[config.mk]
export PLATFORM = sky130hd
export DESIGN_NAME = store_commit_queue_flat
export DESIGN_NICKNAME = d
export VERILOG_FILES = /design/src/rtl/store_commit_queue_if.sv /design/src/rtl/store_commit_queue.sv /design/src/flat_wrapper.sv
export SDC_FILE = /design/constraint.sdc
export NUM_CORES = 1
export LEC_CHECK = 0
export ABC_CLOCK_PERIOD_IN_PS = 12450
export BUFFER_PORTS_ARGS = -buffer_cell sky130_fd_sc_hd__clkbuf_2
export CORE_MARGIN = 1.5
export CORE_UTILIZATION = 50
export CTS_CLUSTER_DIAMETER = 40
export DETAILED_ROUTE_END_ITERATION = 7
export PLACE_DENSITY = 0.66
export SYNTH_ARGS = -nofsm -noshare
export SYNTH_HDL_FRONTEND = slang
export SYNTH_SLANG_ARGS = --single-unit
[constraint.sdc]
create_clock -name clk -period 12.45 [get_ports clk]
set_input_delay 0 -clock clk [delete_from_list [all_inputs] [get_ports clk]]
set_output_delay 0 -clock clk [all_outputs]
set_load 0.005 [all_outputs]
[src/rtl/store_commit_queue_if.sv]
// Store queue interface: dispatch allocation, AGU resolve, ROB retire/flush,
// and the write port that drives data memory.
interface store_commit_queue_if #(
    parameter int TAG_W = 5,
    parameter int DEPTH = 8
);
    localparam int CW = $clog2(DEPTH) + 1;

    logic             alloc_valid;
    logic [TAG_W-1:0] alloc_rob_tag;
    logic             alloc_sh;
    logic             alloc_ready;
    logic             agu_valid;
    logic [TAG_W-1:0] agu_rob_tag;
    logic [31:0]      agu_addr;
    logic [31:0]      agu_data;
    logic             retire_valid;
    logic [TAG_W-1:0] retire_rob_tag;
    logic             flush;
    logic             store_wb;
    logic [31:0]      wb_addr;
    logic [31:0]      wb_data;
    logic             wb_sw_sh;
    logic [TAG_W-1:0] wb_rob_tag;
    logic [CW-1:0]    sq_count;
    logic             retire_err;

    modport master (
        output alloc_valid, alloc_rob_tag, alloc_sh,
        output agu_valid, agu_rob_tag, agu_addr, agu_data,
        output retire_valid, retire_rob_tag, flush,
        input  alloc_ready, store_wb, wb_addr, wb_data, wb_sw_sh, wb_rob_tag,
        input  sq_count, retire_err
    );

    modport slave (
        input  alloc_valid, alloc_rob_tag, alloc_sh,
        input  agu_valid, agu_rob_tag, agu_addr, agu_data,
        input  retire_valid, retire_rob_tag, flush,
        output alloc_ready, store_wb, wb_addr, wb_data, wb_sw_sh, wb_rob_tag,
        output sq_count, retire_err
    );
endinterface

[src/rtl/store_commit_queue.sv]
// In-order store queue: holds stores from dispatch to ROB retirement, then
// drains committed, address-resolved stores to data memory one per cycle.
module store_commit_queue #(
    parameter int DEPTH = 8,
    parameter int TAG_W = 5
) (
    input  logic                 clk,
    input  logic                 reset,
    store_commit_queue_if.slave  sq_if
);
    localparam int IW = $clog2(DEPTH);
    localparam int PW = IW + 1;

    logic [DEPTH-1:0] r_valid;
    logic [DEPTH-1:0] r_committed;
    logic [DEPTH-1:0] r_addr_valid;
    logic [DEPTH-1:0] r_sh;
    logic [TAG_W-1:0] r_tag  [DEPTH];
    logic [31:0]      r_addr [DEPTH];
    logic [31:0]      r_data [DEPTH];

    logic [PW-1:0]    r_head, r_cptr, r_tail, r_count;
    logic             r_store_wb, r_wb_sw_sh, r_err;
    logic [31:0]      r_wb_addr, r_wb_data;
    logic [TAG_W-1:0] r_wb_rob_tag;

    logic [IW-1:0]    w_head_idx, w_cptr_idx, w_tail_idx;
    logic             w_full, w_alloc_ok, w_ret_ok, w_drain, w_err_evt;
    logic [DEPTH-1:0] w_agu_hit, w_flush_kill;
    logic [PW-1:0]    w_head_nxt, w_cptr_nxt, w_tail_nxt;

    assign w_head_idx = r_head[IW-1:0];
    assign w_cptr_idx = r_cptr[IW-1:0];
    assign w_tail_idx = r_tail[IW-1:0];

    // Fullness comes from the registered count, so a same-cycle drain never frees a slot.
    assign w_full     = (r_count == PW'(DEPTH));
    assign w_alloc_ok = sq_if.alloc_valid && !w_full && !sq_if.flush;
    assign w_ret_ok   = sq_if.retire_valid && r_valid[w_cptr_idx] && !r_committed[w_cptr_idx]
                        && (r_tag[w_cptr_idx] == sq_if.retire_rob_tag);
    assign w_drain    = r_valid[w_head_idx] && r_committed[w_head_idx] && r_addr_valid[w_head_idx];
    assign w_err_evt  = (sq_if.retire_valid && !w_ret_ok) || (sq_if.alloc_valid && w_full);

    assign w_head_nxt = r_head + PW'(w_drain);
    assign w_cptr_nxt = r_cptr + PW'(w_ret_ok);
    assign w_tail_nxt = sq_if.flush ? w_cptr_nxt : (r_tail + PW'(w_alloc_ok));

    // A committed store still waiting on its address must stay reachable by the AGU.
    always_comb begin
        // NOTE: every always_comb output gets a default first so no latch is inferred.
        w_agu_hit    = '0;
        w_flush_kill = '0;
        for (int i = 0; i < DEPTH; i++) begin
            w_agu_hit[i]    = sq_if.agu_valid && !sq_if.flush && r_valid[i]
                              && (r_tag[i] == sq_if.agu_rob_tag)
                              && (!r_committed[i] || !r_addr_valid[i]);
            w_flush_kill[i] = sq_if.flush && r_valid[i] && !r_committed[i]
                              && !(w_ret_ok && (IW'(i) == w_cptr_idx));
        end
    end

    always_ff @(posedge clk or negedge reset) begin
        if (!reset) begin
            // NOTE: sequential state uses non-blocking assignments only.
            r_valid      <= '0;
            r_committed  <= '0;
            r_addr_valid <= '0;
            r_head       <= '0;
            r_cptr       <= '0;
            r_tail       <= '0;
            r_count      <= '0;
            r_store_wb   <= 1'b0;
            r_wb_addr    <= '0;
            r_wb_data    <= '0;
            r_wb_sw_sh   <= 1'b0;
            r_wb_rob_tag <= '0;
            r_err        <= 1'b0;
        end else begin
            r_head     <= w_head_nxt;
            r_cptr     <= w_cptr_nxt;
            r_tail     <= w_tail_nxt;
            r_count    <= w_tail_nxt - w_head_nxt;
            r_err      <= r_err | w_err_evt;
            r_store_wb <= w_drain;
            if (w_drain) begin
                r_wb_addr    <= r_addr[w_head_idx];
                r_wb_data    <= r_data[w_head_idx];
                r_wb_sw_sh   <= r_sh[w_head_idx];
                r_wb_rob_tag <= r_tag[w_head_idx];
            end
            for (int i = 0; i < DEPTH; i++) begin
                if (w_flush_kill[i]) r_valid[i]      <= 1'b0;
                if (w_agu_hit[i])    r_addr_valid[i] <= 1'b1;
            end
            if (w_ret_ok) r_committed[w_cptr_idx] <= 1'b1;
            if (w_drain) begin
                r_valid[w_head_idx]      <= 1'b0;
                r_committed[w_head_idx]  <= 1'b0;
                r_addr_valid[w_head_idx] <= 1'b0;
            end
            if (w_alloc_ok) begin
                r_valid[w_tail_idx]      <= 1'b1;
                r_committed[w_tail_idx]  <= 1'b0;
                r_addr_valid[w_tail_idx] <= 1'b0;
            end
        end
    end

    // NOTE: payload storage has no reset; the flag vectors above gate every read of it.
    always_ff @(posedge clk) begin
        if (w_alloc_ok) begin
            r_tag[w_tail_idx] <= sq_if.alloc_rob_tag;
            r_sh[w_tail_idx]  <= sq_if.alloc_sh;
        end
        for (int i = 0; i < DEPTH; i++) begin
            if (w_agu_hit[i]) begin
                r_addr[i] <= sq_if.agu_addr;
                r_data[i] <= sq_if.agu_data;
            end
        end
    end

    assign sq_if.alloc_ready = !w_full;
    assign sq_if.store_wb    = r_store_wb;
    assign sq_if.wb_addr     = r_wb_addr;
    assign sq_if.wb_data     = r_wb_data;
    assign sq_if.wb_sw_sh    = r_wb_sw_sh;
    assign sq_if.wb_rob_tag  = r_wb_rob_tag;
    assign sq_if.sq_count    = r_count;
    assign sq_if.retire_err  = r_err;
endmodule
[src/flat_wrapper.sv]
// flat-port wrapper written by rule: the top's interface ports become plain ports
module store_commit_queue_flat 
#(
    parameter int DEPTH = 8,
    parameter int TAG_W = 5
)
  (clk, reset, sq_if_alloc_valid, sq_if_alloc_rob_tag, sq_if_alloc_sh, sq_if_agu_valid, sq_if_agu_rob_tag, sq_if_agu_addr, sq_if_agu_data, sq_if_retire_valid, sq_if_retire_rob_tag, sq_if_flush, sq_if_alloc_ready, sq_if_store_wb, sq_if_wb_addr, sq_if_wb_data, sq_if_wb_sw_sh, sq_if_wb_rob_tag, sq_if_sq_count, sq_if_retire_err);
  store_commit_queue_if #(.TAG_W(TAG_W), .DEPTH(DEPTH)) sq_if_i ();
  input  logic clk;
  input  logic reset;
  input wire logic [$bits(sq_if_i.alloc_valid)-1:0] sq_if_alloc_valid;
  input wire logic [$bits(sq_if_i.alloc_rob_tag)-1:0] sq_if_alloc_rob_tag;
  input wire logic [$bits(sq_if_i.alloc_sh)-1:0] sq_if_alloc_sh;
  input wire logic [$bits(sq_if_i.agu_valid)-1:0] sq_if_agu_valid;
  input wire logic [$bits(sq_if_i.agu_rob_tag)-1:0] sq_if_agu_rob_tag;
  input wire logic [$bits(sq_if_i.agu_addr)-1:0] sq_if_agu_addr;
  input wire logic [$bits(sq_if_i.agu_data)-1:0] sq_if_agu_data;
  input wire logic [$bits(sq_if_i.retire_valid)-1:0] sq_if_retire_valid;
  input wire logic [$bits(sq_if_i.retire_rob_tag)-1:0] sq_if_retire_rob_tag;
  input wire logic [$bits(sq_if_i.flush)-1:0] sq_if_flush;
  output wire logic [$bits(sq_if_i.alloc_ready)-1:0] sq_if_alloc_ready;
  output wire logic [$bits(sq_if_i.store_wb)-1:0] sq_if_store_wb;
  output wire logic [$bits(sq_if_i.wb_addr)-1:0] sq_if_wb_addr;
  output wire logic [$bits(sq_if_i.wb_data)-1:0] sq_if_wb_data;
  output wire logic [$bits(sq_if_i.wb_sw_sh)-1:0] sq_if_wb_sw_sh;
  output wire logic [$bits(sq_if_i.wb_rob_tag)-1:0] sq_if_wb_rob_tag;
  output wire logic [$bits(sq_if_i.sq_count)-1:0] sq_if_sq_count;
  output wire logic [$bits(sq_if_i.retire_err)-1:0] sq_if_retire_err;
  assign sq_if_i.alloc_valid = sq_if_alloc_valid;
  assign sq_if_i.alloc_rob_tag = sq_if_alloc_rob_tag;
  assign sq_if_i.alloc_sh = sq_if_alloc_sh;
  assign sq_if_i.agu_valid = sq_if_agu_valid;
  assign sq_if_i.agu_rob_tag = sq_if_agu_rob_tag;
  assign sq_if_i.agu_addr = sq_if_agu_addr;
  assign sq_if_i.agu_data = sq_if_agu_data;
  assign sq_if_i.retire_valid = sq_if_retire_valid;
  assign sq_if_i.retire_rob_tag = sq_if_retire_rob_tag;
  assign sq_if_i.flush = sq_if_flush;
  assign sq_if_alloc_ready = sq_if_i.alloc_ready;
  assign sq_if_store_wb = sq_if_i.store_wb;
  assign sq_if_wb_addr = sq_if_i.wb_addr;
  assign sq_if_wb_data = sq_if_i.wb_data;
  assign sq_if_wb_sw_sh = sq_if_i.wb_sw_sh;
  assign sq_if_wb_rob_tag = sq_if_i.wb_rob_tag;
  assign sq_if_sq_count = sq_if_i.sq_count;
  assign sq_if_retire_err = sq_if_i.retire_err;
  store_commit_queue #(.DEPTH(DEPTH), .TAG_W(TAG_W)) u_core (.clk(clk), .reset(reset), .sq_if(sq_if_i));
endmodule
==> results_dict.tcl <==
set metrics [dict create \
    slowest_delay_ps 820 \
    syn_area_um2 25300 \
    rsz0062_at_grt "false" \
    arrival_ps 5700 \
    dpl.hpwl_um 34200 \
    n_fill_cell 3649 \
    max_freq_mhz 194 \
    drt_wl_total_um 63300 \
    worst_hold_path_type "input pin to flip-flop" \
    vias 15100 \
    yosysMostFrequentCell "edfxtp_1" \
    first_pass_iters 5 \
    critPathMaxFanout 59 \
    synth.area.top_cells "edfxtp_1 (66%), dfrtp_1 (11%), a22oi_1 (3.7%)" \
    dpl.cell_count 2239 \
    path_buf_inv 4 \
    synth_seq_cells 672 \
    synth_cell_types 63 \
    synth_common_cells "edfxtp_1 (560), a22oi_1 (124), dfrtp_1 (112), a221oi_1 (78), a22o_1 (78)" \
    final_nets 1828 \
    synthCells 1469 \
    path_class "flip-flop to flip-flop" \
    p_leak_nw 11.3 \
    async_flop_share_pct 16.7 \
    drc 0 \
    stdcell_count 2480 \
    start_util_pct 50.6 \
    ir_worst_vdd_uv 93.7 \
    rows 82 \
    cellPowerDensity_nw_per_um2 169 \
    htree_num_levels 3 \
    status "completed" \
    start_kind "flip-flop" \
    critPathMostFrequentCell "ha_1" \
    ios 163 \
    ant_nets 0 \
    postCtsResizedCells 0 \
    core_um2 50100 \
    relSlewSlack_pct 25.8 \
    rrSetupSlack_ps 7290 \
    syn_nets 1565 \
    post_drt_wl_per_cell_um 25.5 \
    tns_ps 0 \
    post-synth-top-area-fraction_pct 66.4 \
    grt_first_pass_wirelength_um 96000 \
    finalSetupViolations 0 \
    crit_chain "and3b_4, buf_4, nand2_1, a32oi_1, buf_4, nand2_4, inv_2, ha_1, ha_1, inv_1, ha_1, a21o_1, a21oi_1, xnor2_1, xnor2_1" \
    postCtsSetupRepairBufs 0 \
    dieArea_um2 52000 \
    critPathRequiredTime_ps 12980 \
    fin_total_pwr_mw 5.15 \
    vias_per_cell 6.08 \
    grt_max_degree 68 \
    grt_usage_pct 24.5 \
    maxCapViolCount 0 \
    clk-insertion-delay-late_ps 610 \
    finClkSkew_ps 17.4 \
    tritoncts "built" \
    grt_overflow 0 \
    numClockSinks 672 \
    cts_root_buffer "clkbuf_16" \
    synth_edf_count 560 \
    fin_crit_ps 5160 \
    clk_pin_slew_ps 60 \
    die_h_um 228 \
    syn_to_final_growth_pct 20.7 \
    slew_viol_final 0 \
    ys.flop_type "edfxtp_1" \
    numCtsBuffers 89 \
    antenna_found_initial 4 \
    critPathTopFamily "buffers and inverters" \
    die_w_um 228 \
    fin_crit_sh_pct 41.5 \
    worst_pin_slew_ps 1110 \
    hold_viol_final 0 \
    synth_top_area_cell "edfxtp_1" \
    ys_warn_count 0 \
    end_kind "flip-flop" \
    grt_pass1_vias 15300 \
    initialDrtViolationCount 1433 \
    avgSynthCellArea_um2 17.2 \
    gp_congestion 0.852 \
    clockBufferDepth 3 \
    portBuffers 162 \
    drive_above_1_share_pct 20.9 \
    critPathSlowestCell "dfrtp_1" \
    seq_area_frac_synth_pct 77.5 \
]
[layout by cell type (no fill, tap or decap), types with 5 or more instances in the layout]
cell / count
ha_1: 9
o21ai_0: 12
clkbuf_1: 9
a22o_1: 78
clkbuf_16: 92
a21o_1: 64
mux2_2: 10
xor2_1: 44
nand2b_1: 8
nor3_1: 14
nor2b_1: 5
clkinvlp_4: 17
edfxtp_1: 560
clkinv_2: 7
nand3_1: 11
clkbuf_2: 161
nor2_1: 25
clkinv_4: 5
dfrtp_1: 112
a41oi_1: 6
buf_4: 27
mux2i_1: 6
and3_4: 8
a21oi_1: 27
nor2_4: 5
a2111oi_0: 8
inv_1: 15
a221oi_1: 78
xnor2_1: 9
nand2_1: 10
inv_6: 19
a31oi_1: 76
nor3b_1: 6
a22oi_1: 124
dlygate4sd3_1: 74
[report_power, final]
part | switching [mW] | total [mW] | internal (mW)
Sequential | 0.0243 | 2.48 | 2.46
Combinational | 0.111 | 0.188 | 0.0770
Clock | 0.995 | 2.48 | 1.49
Total | 1.13 | 5.15 | 4.02
[cell type report]
type | instances | area, um2 | share of cell area [%]
Antenna cell | 2 | 5.00 | 0.0164
Clock buffer | 105 | 2390 | 7.82
Clock inverter | 60 | 561 | 1.83
Inverter | 17 | 63.8 | 0.209
Multi-Input combinational cell | 690 | 5340 | 17.5
Sequential cell | 672 | 19600 | 64.2
Tap cell | 672 | 841 | 2.75
Timing Repair Buffer | 262 | 1750 | 5.72
[cells by family after synthesis]
family	count (synthesis)	share of synthesized area, %
AO/OA/AOI/OAI	498	14.9
buffers and inverters	107	1.82
XOR/XNOR	53	1.83
multiplexers	21	1.07
AND/OR/NAND/NOR	108	2.36
adder cells (fa/ha/maj)	10	0.524
flip-flops	672	77.5
[state kept, by name, summed over array words and instances, names as in the netlist, 4 cells and up]
signal / cells
u_core.sq_if.wb_data: 32
u_core.r_head: 4
u_core.r_valid: 8
u_core.r_tail: 4
u_core.r_cptr: 4
u_core.r_addr_valid: 8
u_core.r_tag: 40
u_core.r_addr: 256
u_core.r_committed: 8
u_core.sq_if.wb_rob_tag: 5
u_core.sq_if.wb_addr: 32
u_core.sq_if.sq_count: 4
u_core.r_sh: 8
u_core.r_data: 256
[what timing repair did]
action                                 CTS  global route
endpoints found under the hold margin  634             0
hold buffers                            74             0
setup endpoints to repair                0             0
[through the flow]
step | cell area (um2) | util [%] | hold slack [ps] | worst slack, ps
6_report | 30600 | 61.1 | 61.0 | 7290
5_1_grt | 30600 | 61.1 | 101 | 6930
4_1_cts | 30600 | 61.0 | 3.41 | 7280
3_5_place_dp | 26900 | 53.7 | 219 | 7280
3_3_place_gp | 26900 | 53.7 | 218 | 7320
2_1_floorplan | 25300 | - | -296 | 8210
[path summary, 6_finish.rpt]
kind | depth (start not counted) | from | endpoint
worst max register to register | 15 | u_core.r_head[1] | u_core.sq_if.sq_count[3]
min in group asynchronous | 2 | reset | u_core.sq_if.wb_data[4]
worst max-delay path | 15 | u_core.r_head[1] | u_core.sq_if.sq_count[3]
worst min-delay path | 5 | sq_if_retire_valid | u_core.r_committed[5]
worst min register to register | 1 | u_core.sq_if.wb_addr[19] | u_core.sq_if.wb_addr[19]
max in group asynchronous | 3 | reset | u_core.sq_if.wb_data[20]
[layer usage]
metal / up-vias / global-route usage (%) / wire length, um
li1: 6599 / - / -
met1: 7751 / 34.3 / 27000
met2: 632 / 39.5 / 30600
met3: 101 / 4.19 / 4470
met4: 4 / 7.76 / 1290
met5: - / 0 / 23
[worst reg2reg max path, cell delays in order (launching register included)]
cell     delay (ps)
dfrtp_1         820
and3b_4         690
buf_4           650
nand2_1         130
a32oi_1         210
buf_4           280
nand2_4         490
inv_2           390
ha_1            230
ha_1            250
inv_1           100
ha_1            230
a21o_1          170
a21oi_1         170
xnor2_1         150
xnor2_1         130
No activity file was read; power rests on OpenSTA's default activity.
